**src/rtl/counter_adder_pkg.sv**
```systemverilog
// Shared definitions for the counter/adder stimulus block.
//   mode_e : counter mode encoding carried on the 2-bit mode port
package counter_adder_pkg;

  typedef enum logic [1:0] {
    MODE_UP   = 2'b00,
    MODE_DOWN = 2'b01,
    MODE_HOLD = 2'b10,
    MODE_LOAD = 2'b11
  } mode_e;

endpackage

```
**src/rtl/ripple_adder.sv**
```systemverilog
// W-bit ripple-carry adder built from a chain of full-adder cells.
//   a, b : W-bit operands
//   cin  : carry into bit 0
//   s    : W-bit sum
//   cout : carry out of bit W-1
module full_adder (
  input  logic a,
  input  logic b,
  input  logic cin,
  output logic s,
  output logic cout
);

  assign s    = a ^ b ^ cin;
  assign cout = (a & b) | (cin & (a ^ b));

endmodule

module ripple_adder #(
  parameter int unsigned W = 2
) (
  input  logic [W-1:0] a,
  input  logic [W-1:0] b,
  input  logic         cin,
  output logic [W-1:0] s,
  output logic         cout
);

  logic [W:0] carry;

  assign carry[0] = cin;

  for (genvar i = 0; i < W; i++) begin : g_bit
    full_adder u_fa (
      .a    (a[i]),
      .b    (b[i]),
      .cin  (carry[i]),
      .s    (s[i]),
      .cout (carry[i+1])
    );
  end

  assign cout = carry[W];

endmodule

```
**src/rtl/counter_adder_gen.sv**
```systemverilog
// 2*W-bit up/down/hold/load counter feeding a W-bit adder that sums the
// low and high halves of the count plus a carry-in. All outputs registered.
//   clock    : clock, all state changes on posedge
//   clear    : synchronous active-low reset
//   en       : advance enable; when low all state holds, valid/wrap drop
//   mode     : 00 up, 01 down, 10 hold, 11 load
//   load_val : value loaded in load mode
//   cin      : adder carry-in
//   cnt      : counter value
//   sum/cout : adder result for the count before the last enabled edge
//   valid    : high in the cycle after an enabled edge
//   wrap     : one-cycle pulse when the last edge wrapped the count
module counter_adder_gen
  import counter_adder_pkg::*;
#(
  parameter int unsigned W    = 2,
  parameter int unsigned STEP = 1
) (
  input  logic           clock,
  input  logic           clear,
  input  logic           en,
  input  logic [1:0]     mode,
  input  logic [2*W-1:0] load_val,
  input  logic           cin,
  output logic [2*W-1:0] cnt,
  output logic [W-1:0]   sum,
  output logic           cout,
  output logic           valid,
  output logic           wrap
);

  localparam int unsigned CW = 2 * W;

  logic [CW-1:0] cnt_nxt;
  logic          wrap_nxt;
  logic [CW:0]   up_full;
  logic [W-1:0]  add_s;
  logic          add_c;

  // Extra bit of the up-count result is the wrap indication.
  assign up_full = {1'b0, cnt} + (CW+1)'(STEP);

  // Next count and wrap flag for an enabled edge.
  always_comb begin
    cnt_nxt  = cnt;
    wrap_nxt = 1'b0;
    case (mode_e'(mode))
      MODE_UP: begin
        cnt_nxt  = up_full[CW-1:0];
        wrap_nxt = up_full[CW];
      end
      MODE_DOWN: begin
        cnt_nxt  = cnt - CW'(STEP);
        wrap_nxt = (cnt < CW'(STEP));
      end
      MODE_HOLD: cnt_nxt = cnt;
      MODE_LOAD: cnt_nxt = load_val;
      default:   cnt_nxt = cnt;
    endcase
  end

  // Adder operates on the pre-edge count so sum/cout lag cnt by one enabled cycle.
  ripple_adder #(.W(W)) u_adder (
    .a    (cnt[W-1:0]),
    .b    (cnt[CW-1:W]),
    .cin  (cin),
    .s    (add_s),
    .cout (add_c)
  );

  // Counter and output registers; clear overrides every other input.
  always_ff @(posedge clock) begin
    if (!clear) begin
      cnt   <= '0;
      sum   <= '0;
      cout  <= 1'b0;
      valid <= 1'b0;
      wrap  <= 1'b0;
    end else if (en) begin
      cnt   <= cnt_nxt;
      sum   <= add_s;
      cout  <= add_c;
      valid <= 1'b1;
      wrap  <= wrap_nxt;
    end else begin
      valid <= 1'b0;
      wrap  <= 1'b0;
    end
  end

endmodule

```
**config.mk**
```make
export PLATFORM = sky130hd
export DESIGN_NAME = counter_adder_gen
export DESIGN_NICKNAME = d
export VERILOG_FILES = /design/src/rtl/counter_adder_pkg.sv /design/src/rtl/ripple_adder.sv /design/src/rtl/counter_adder_gen.sv
export SDC_FILE = /design/constraint.sdc
export NUM_CORES = 1
export LEC_CHECK = 0
export BUFFER_PORTS_ARGS = -buffer_cell sky130_fd_sc_hd__buf_2
export CORE_AREA = 2 2 39 41
export DETAILED_ROUTE_END_ITERATION = 10
export DIE_AREA = 0 0 41 43
export MAX_ROUTING_LAYER = met4
export PLACE_DENSITY_LB_ADDON = 0.25
export SYNTH_ARGS = -nofsm -noshare
export SYNTH_HDL_FRONTEND = slang
export SYNTH_SLANG_ARGS = --single-unit
```
**constraint.sdc**
```tcl
create_clock -name clock -period 4.4 [get_ports clock]
set_input_delay 0.44 -clock clock [delete_from_list [all_inputs] [get_ports clock]]
set_output_delay 0.44 -clock clock [all_outputs]
set_load 0.02 [all_outputs]
```
# Word level (Yosys, flattened, before mapping)

Cells that the tools add are included.

Register bits after elaboration: 9
Output and inout bits: 9
Logic and storage cells: 28
Input bits: 10

Magnitude comparators: 1
Multiplexer cells: 3
Bitwise logic cells: 11
Add/sub/neg operators: 2
Equality and inequality tests: 3
Reduce and logical (&&, ||, !) cells: 3

Operators by type and width:

| kind                                                                   | count |
|---|---|
| 4-bit case mux with 3 select lines                                     | 1 |
| 4-bit by 1-bit adder with 5-bit output (second input constant)         | 1 |
| 1-bit AND                                                              | 4 |
| 2-bit equality test (second input constant)                            | 2 |
| 4-bit by 1-bit < comparator with 1-bit output (second input constant)  | 1 |
| 2-bit AND reduction                                                    | 2 |
| 4-bit by 1-bit subtractor with 4-bit output (second input constant)    | 1 |
| 1-bit XOR                                                              | 4 |
| 2-bit by 1-bit equality test with 1-bit output (second input constant) | 1 |
| 2-bit logical NOT                                                      | 1 |
| 1-bit bitwise OR                                                       | 2 |
| 1-bit case mux with 2 select lines                                     | 1 |
| 1-bit 2-to-1 mux                                                       | 1 |
| 1-bit inverter                                                         | 1 |

# Logic depth before layout (Yosys ltp)

Gate-level depths: netlist (run 1).

Depth after elaboration: 5
Mapped depth: 6
Mapped depth without buffers: 6

# Modules after synthesis

A second synthesis (run 1) with hierarchy kept.

Cells, all modules: 60
Area total of the unflattened synthesis: 535.5 µm²

Modules (own cells, without submodules):

| module            | sequential area each (µm²) | area an instance (µm²) | instances | cells each |
|---|---|---|---|---|
| counter_adder_gen | 180.2                      | 495.5                  | 1         | 58 |
| full_adder        | 0.0                        | 20.0                   | 2         | 1 |

# Least setup slack after synthesis (run 1)

Ideal clock, no wire load.

Kind: register to register
Start: register cnt[0]
End: register sum[1]
Cell stages (with the launch flop): 6
Setup time: 116 ps
Required time: 4,284 ps
Path buffers: 0
Clock period less this slack: 1,634 ps
Arrival: 1,518 ps
Setup slack: 2,766 ps
Cell sequence: dfxtp_1 -> inv_1 -> fa_1 -> fa_1 -> nand2_1 -> o211a_1

Longest elaborated chain between the ends: 4
Elaborated cells between the ends (all ways): 5
Classes of those cells: 5 x bitwise

Ends and longest elaborated chain:

| what                   | RTL line                | RTL |
|---|---|---|
| from (decl)            | counter_adder_gen.sv:25 | `output logic [2*W-1:0] cnt,` |
| from (signal assigned) | counter_adder_gen.sv:80 | `cnt <= cnt_nxt;` |
| 1-bit XOR              | ripple_adder.sv:15      | `assign cout = (a & b) \| (cin & (a ^ b));` |
| 1-bit AND              | ripple_adder.sv:15      |  |
| 1-bit bitwise OR *     | ripple_adder.sv:15      |  |
| 1-bit XOR *            | ripple_adder.sv:14      | `assign s = a ^ b ^ cin;` |
| to (signal assigned)   | counter_adder_gen.sv:81 | `sum <= add_s;` |
| to (decl)              | counter_adder_gen.sv:26 | `output logic [W-1:0] sum,` |

Every way passes the cells marked *; elsewhere a longest branch is shown, timed or not.
A chain may end at the register's enable or synchronous reset.

# Final worst setup path (run 1)

Start: register cnt[2]
End: register sum[1]

The elaborated chain is that of the path after synthesis.

==> load_flow_metrics.sql, run 1 <==
INSERT INTO impl_metrics (metric_group, metric, value, unit) VALUES
('layout', 'layout-drive-gt1-share', '0.293', ''),
('detailed_routing', 'via_per_inst', '5.34', ''),
('hold_path', 'hold_depth', '2', ''),
('yosys', 'post-synth-top-area-cell', 'dfxtp_1', ''),
('yosys', 'post_synth_main_area_contributors', 'dfxtp_1, fa_1, o211a_1', ''),
('clocking', 'path_clk_slew', '0.07', 'ns'),
('layout', 'finish.net_count', '97', ''),
('detailed_routing', 'antenna_left', '0', ''),
('run', 'max-cap-violations', '0', ''),
('detailed_routing', 'detail_route.wirelength', '1310', 'um'),
('yosys', 'synth_xor_area_frac', '0.0451', ''),
('detailed_routing', 'detailroute.via_count', '523', ''),
('yosys', 'synth.area.mux_share', '0.0172', ''),
('yosys', 'synthSimpleGateAreaFrac', '0.155', ''),
('setup_path', 'critical_path.max_fanout', '10', ''),
('placed_design', 'routabilityCongestion', '0.703', ''),
('setup_path', 'reg2reg_to', 'sum[1]', ''),
('detailed_routing', 'm1WireLength', '535', 'um'),
('die', 'die-height', '43', 'um'),
('setup_path', 'timing.critical_path.cells', 'inv_1 -> fa_1 -> fa_1 -> nand2_1 -> o211a_1', ''),
('placed_design', 'place_hpwl', '918', 'um'),
('die', 'fp.coreArea', '1380', 'um2'),
('die', 'design.portCount', '19', ''),
('placed_design', 'dp_worst_setup_slack', '2.59', 'ns'),
('power_and_ir_drop', 'power_per_cell_area', '330', 'nW/um2'),
('yosys', 'post_synthesis_cell_area', '583', 'um2'),
('clocking', 'cts_made_buffers', '3', ''),
('setup_path', 'cp.required', '4.56', 'ns'),
('setup_path', 'ff2ff_setup_slack', '2.57', 'ns'),
('yosys', 'synth_seq_area_share', '0.309', ''),
('timing', 'fmax', '546', 'MHz'),
('outcome', 'result_of_the_run', 'completed', ''),
('die', 'initial_core_util', '0.421', ''),
('setup_path', 'critical_path.reg2reg.startpoint', 'cnt[2]', ''),
('setup_path', 'crit_arrival', '1.99', 'ns'),
('setup_path', 'crit_path_start_kind', 'flop', ''),
('clocking', 'cts_tree', 'built', ''),
('clocking', 'post_cts_buffers', '0', ''),
('setup_path', 'critPathMaxStageDelay', '0.53', 'ns'),
('timing', 'min_period_over_period', '0.416', ''),
('setup_path', 'endpoint_kind', 'flop', ''),
('global_routing', 'track_usage', '0.184', ''),
('global_routing', 'via_count_of_the_first_global_routing_pass', '462', ''),
('yosys', 'postSynthAreaPerCell', '8.70', 'um2'),
('timing', 'setup_ws', '2.57', 'ns'),
('global_routing', 'grt_first_pass_wirelength', '2040', 'um'),
('timing', 'min_tclk_post_route', '1.83', 'ns'),
('detailed_routing', 'dr.max_layer_used', 'met4', ''),
('clocking', 'cts.sinks', '9', ''),
('timing', 'setup_repair_after_global_routing_missed_its_margin', 'no', ''),
('timing', 'slew_violations', '0', ''),
('yosys', 'netlist.area_leader.share', '0.309', ''),
('global_routing', 'grt_antenna_before_repair', '0', ''),
('die', 'placement_rows', '14', ''),
('setup_path', 'r2r.worst_path.cells', '5', ''),
('global_routing', 'grt_overflow', '0', ''),
('layout', 'filler_cell_count', '149', ''),
('timing', 'slew_headroom', '0.765', ''),
('setup_path', 'start_point_of_the_critical_path', 'cnt[2]', ''),
('layout', 'antenna-diode-count', '0', ''),
('timing', 'timing.final.setup_violations', '0', ''),
('yosys', 'synth-seq-cells', '9', ''),
('clocking', 'cts_repair_resize_count', '0', ''),
('die', 'die_w', '41', 'um'),
('clocking', 'clock_tree.buffer_depth', '2', ''),
('power_and_ir_drop', 'p_leak', '0.000341', 'uW'),
('layout', 'synthToLayoutAreaGrowth', '14.2', '%'),
('yosys', 'syn-instance-count', '67', ''),
('timing', 'fin_worst_skew', '0.00513', 'ns'),
('placed_design', 'io_buffer_count', '18', ''),
('clocking', 'clockRootBuffer', 'clkbuf_4', '');
layout make-up:
type | instances | area (um2) | area share
multi-input combinational | 44 | 323 | 0.485
inverter | 7 | 26.3 | 0.0395
timing repair buffer | 18 | 90.1 | 0.135
sequential | 9 | 180 | 0.271
tap | 16 | 20.0 | 0.0301
clock buffer | 4 | 26.3 | 0.0395
how the worst min path moves through the flow:
stage / slack, ns / startpoint / endpoint
6_report: 0.47 / mode[1] / wrap
5_1_grt: 0.48 / clear / cnt[0]
4_1_cts: 0.47 / mode[1] / wrap
3_5_place_dp: 0.47 / cout / cout
3_3_place_gp: 0.46 / cout / cout
2_1_floorplan: 0.56 / clear / cnt[0]
cell usage after synthesis, drive strengths merged:
cell,count
a21boi,1
a21oi,3
a22oi,1
a31oi,1
a41oi,1
and2,1
and2b,1
buf,7
dfxtp,9
fa,2
ha,2
inv,7
mux2i,1
nand2,9
nand3,1
nor2,1
nor3,2
nor3b,1
o2111ai,1
o211a,4
o21a,1
o21ai,6
or3,1
xnor2,2
xor2,1
critical path, delay by kind of cell (launching register included):
kind	cells	cell delay [ns]
AO/OA/AOI/OAI	1	0.11
adder cells (fa/ha/maj)	2	0.92
buffers and inverters	1	0.10
flip-flops	1	0.53
AND/OR/NAND/NOR	1	0.06
where the power goes:
part	total, uW	internal [uW]	leakage [uW]	switching, uW
clock	68.3	35.1	0.0000150	33.2
combinational	56.0	23.9	0.000251	32.1
sequential	95.4	87.7	0.0000744	7.71
kinds of logic after synthesis:
group / after synthesis
multiplexers: 1
XOR/XNOR: 3
buffers and inverters: 14
adder cells (fa/ha/maj): 4
AND/OR/NAND/NOR: 17
flip-flops: 9
AO/OA/AOI/OAI: 19
metal layers:
layer  vias to the layer above  track usage
met5                         -            -
met4                         0       0.0800
met3                         2       0.0785
met2                        12        0.269
met1                       252        0.213
li1                        257            -
cell usage in the layout (no fill, tap or decap), drive strengths merged, types with 2 or more instances in the layout:
cell and count:
o21ai 6, xnor2 2, fa 2, a21oi 3, o211a 4, dfxtp 9
buf 18, inv 7, nor3 2, nand2 9, clkbuf 4, ha 2
metrics by stage:
step                      instances  hold WS, ns  power [uW]   util
after global placement           94        0.458         150  0.462
after global routing             98        0.482         233  0.481
after detailed placement         94        0.466         153  0.462
after floorplan                  67        0.558         140      -
final                            98        0.475         220  0.481
after CTS                        98        0.470         220  0.481
state kept, by name, summed over array words and instances (netlist names):
name,count
valid,1
wrap,1
cnt,4
sum,2
cout,1
(Power assumes the default switching activity.)
==> run 2, diff against run 1 <==
Settings changed: CORE_AREA 2 2 39 41 to default, CORE_UTILIZATION from default to 43, DIE_AREA 0 0 41 43 to default.
Clock period 4.4 ns to 1.57 ns, I/O delays scaled along.
==> run 2 against run 1 <==
Compared with the run above:
- count of clock-buffer cells in the layout stayed put
- sequential share of layout area is 1.3 points lower
- maximum frequency is 24% higher
- via count is 2.9% lower
- first-iteration DRC count is 120% higher
- highest routed layer unchanged
==> load_flow_metrics.sql, run 2 (synthesized netlist as in run 1, its figures left out) <==
INSERT INTO impl_metrics (metric_group, metric, value, unit) VALUES
('setup_path', 'timing.setup.critical_path_class', 'reg2reg', ''),
('layout', 'largest_register_ffs', '4', ''),
('placed_design', 'routabilityCongestion', '0.770', ''),
('setup_path', 'crit_path_start_kind', 'flop', ''),
('die', 'design.portCount', '19', ''),
('hold_path', 'timing.hold.worst_endpoint', 'wrap', ''),
('detailed_routing', 'detail_route.wirelength', '1050', 'um'),
('timing', 'fin_worst_hold_slack', '0.186', 'ns'),
('detailed_routing', 'via_per_inst', '5.03', ''),
('hold_path', 'hold_path_class', 'in2reg', ''),
('global_routing', 'grt_start_max_net_pins', '14', ''),
('timing', 'hold_viol', '0', ''),
('detailed_routing', 'antenna_left', '0', ''),
('timing', 'worst_pin_slew', '0.254', 'ns'),
('die', 'placement_rows', '12', ''),
('timing', 'slew_headroom', '0.830', ''),
('die', 'die-height', '38.8', 'um'),
('detailed_routing', 'detailroute.via_count', '508', ''),
('setup_path', 'ff2ff_setup_slack', '0.1', 'ns'),
('outcome', 'result_of_the_run', 'completed', ''),
('clocking', 'cts_hold_repair.buffers', '0', ''),
('placed_design', 'place_hpwl', '832', 'um'),
('setup_path', 'reg2reg_to', 'sum[1]', ''),
('timing', 'min_period_over_period', '0.938', ''),
('die', 'die_w', '38.8', 'um'),
('clocking', 'htree_num_levels', '1', ''),
('global_routing', 'grt_antenna_before_repair', '0', ''),
('setup_path', 'crit_slowest_cell', 'fa_1', ''),
('clocking', 'cts.sinks', '9', ''),
('clocking', 'post_cts_buffers', '0', ''),
('layout', 'final_common_cell', 'buf_2', ''),
('clocking', 'cts_made_buffers', '3', ''),
('setup_path', 'cp.required', '1.72', 'ns'),
('clocking', 'cts_tree', 'built', ''),
('global_routing', 'via_count_of_the_first_global_routing_pass', '433', ''),
('layout', 'layout.cells.most_common_list', 'buf_2, nand2_1, dfxtp_1', ''),
('global_routing', 'grt_first_pass_wirelength', '1790', 'um'),
('timing', 'fmax', '679', 'MHz'),
('clocking', 'clk-insertion-delay-late', '0.26', 'ns'),
('setup_path', 'endpoint_kind', 'flop', ''),
('layout', 'finish.net_count', '102', ''),
('layout', 'antenna-diode-count', '0', ''),
('global_routing', 'grt_overflow', '0', ''),
('timing', 'setup_repair_after_global_routing_missed_its_margin', 'no', ''),
('clocking', 'path_clk_slew', '0.06', 'ns'),
('die', 'initial_core_util', '0.492', ''),
('timing', 'timing.final.setup_violations', '0', ''),
('setup_path', 'critical_path.max_fanout', '2', ''),
('placed_design', 'io_buffer_count', '18', ''),
('setup_path', 'timing.critical_path.cells', 'inv_1 -> fa_2 -> fa_1 -> nand2_1 -> o211a_1', ''),
('timing', 'slew_violations', '0', ''),
('detailed_routing', 'pre_antenna_drt_iters', '3', ''),
('setup_path', 'critPathMaxStageDelay', '0.48', 'ns'),
('timing', 'fin_worst_skew', '0.00484', 'ns'),
('setup_path', 'r2r.worst_path.cells', '5', ''),
('clocking', 'cts_repair_resize_count', '0', ''),
('layout', 'layout-drive-gt1-share', '0.356', ''),
('layout', 'biggestRegsByFlops', 'cnt (4), sum (2)', ''),
('detailed_routing', 'detailedRoute.firstIterationViolations', '11', ''),
('timing', 'min_tclk_post_route', '1.47', 'ns'),
('global_routing', 'track_usage', '0.187', ''),
('setup_path', 'crit_arrival', '1.62', 'ns'),
('hold_path', 'hold_path_startpoint', 'mode[1]', ''),
('hold_path', 'hold_depth', '2', ''),
('detailed_routing', 'drc_errors', '0', ''),
('power_and_ir_drop', 'power_per_cell_area', '861', 'nW/um2'),
('detailed_routing', 'detail_routed_net_length_per_standard_cell', '10.4', 'um'),
('run', 'max-cap-violations', '0', ''),
('setup_path', 'critical_path.reg2reg.startpoint', 'cnt[0]', ''),
('power_and_ir_drop', 'p_leak', '0.000366', 'uW'),
('die', 'fp.coreArea', '1190', 'um2'),
('clocking', 'clock_tree.buffer_depth', '2', ''),
('clocking', 'clockRootBuffer', 'clkbuf_4', ''),
('layout', 'registers.top_by_ff_count', 'cnt', ''),
('layout', 'synthToLayoutAreaGrowth', '20.8', '%'),
('timing', 'finalSetupTns', '0', 'ns'),
('die', 'die_area', '1510', 'um2'),
('power_and_ir_drop', 'vdd.ir_drop.worst', '0.562', 'mV');
-- run 2: cell types whose count changed in the layout (fill, tap and decap cells not counted) --
cell / change
fa_2: +1
buf_4: +5
dfxtp_1: -1
dfxtp_2: +1
fa_1: -1
-- run 2: how the worst max path moves through the flow --
stage	slack (ns)	from	endpoint
2_1_floorplan	0.01	cnt[2]	sum[1]
3_3_place_gp	0.11	cnt[0]	sum[1]
3_5_place_dp	0.1	cnt[0]	sum[1]
4_1_cts	0.09	cnt[0]	sum[1]
5_1_grt	0.03	cnt[0]	sum[1]
6_report	0.1	cnt[0]	sum[1]
-- run 2: through the flow --
step	instance area, um2	total power [uW]	setup WS [ns]	utilization	std cells
2_1_floorplan	587	394	0.0138	-	67
3_3_place_gp	678	435	0.112	0.572	97
3_5_place_dp	678	438	0.0977	0.572	97
4_1_cts	704	619	0.0871	0.594	101
5_1_grt	704	659	0.0313	0.594	101
6_report	704	607	0.0966	0.594	101
-- run 2: power breakdown --
part / total [uW] / leakage, uW / internal (uW) / switching [uW]
Combinational: 177 / 0.000276 / 78.2 / 99.2
Clock: 175 / 0.0000150 / 97.8 / 77.6
Sequential: 254 / 0.0000748 / 246 / 7.62
-- run 2: critical path: cells and delay by family (launching register included) --
| kind | cells | cell delay (ns) |
|---|---|---|
| AOI/OAI and AO/OA | 1 | 0.11 |
| adders and majority gates | 2 | 0.83 |
| buffers and inverters | 1 | 0.06 |
| DFF | 1 | 0.32 |
| and+or+nand+nor | 1 | 0.05 |
-- run 2: area by class of cell --
type	count	area [um2]
clock buffer	4	26.3
fill	124	482
inverter	7	26.3
multi-input combinational	44	325
sequential	9	181
tap	14	17.5
timing repair buffer	23	128
-- run 2: layer usage --
| metal | track usage | vias up | part of all wire |
|---|---|---|---|
| li1 | - | 265 | - |
| met1 | 0.216 | 224 | 0.45 |
| met2 | 0.292 | 17 | 0.48 |
| met4 | 0.0517 | 0 | 0.0038 |
| met5 | - | - | 0 |
| met3 | 0.0867 | 2 | 0.069 |
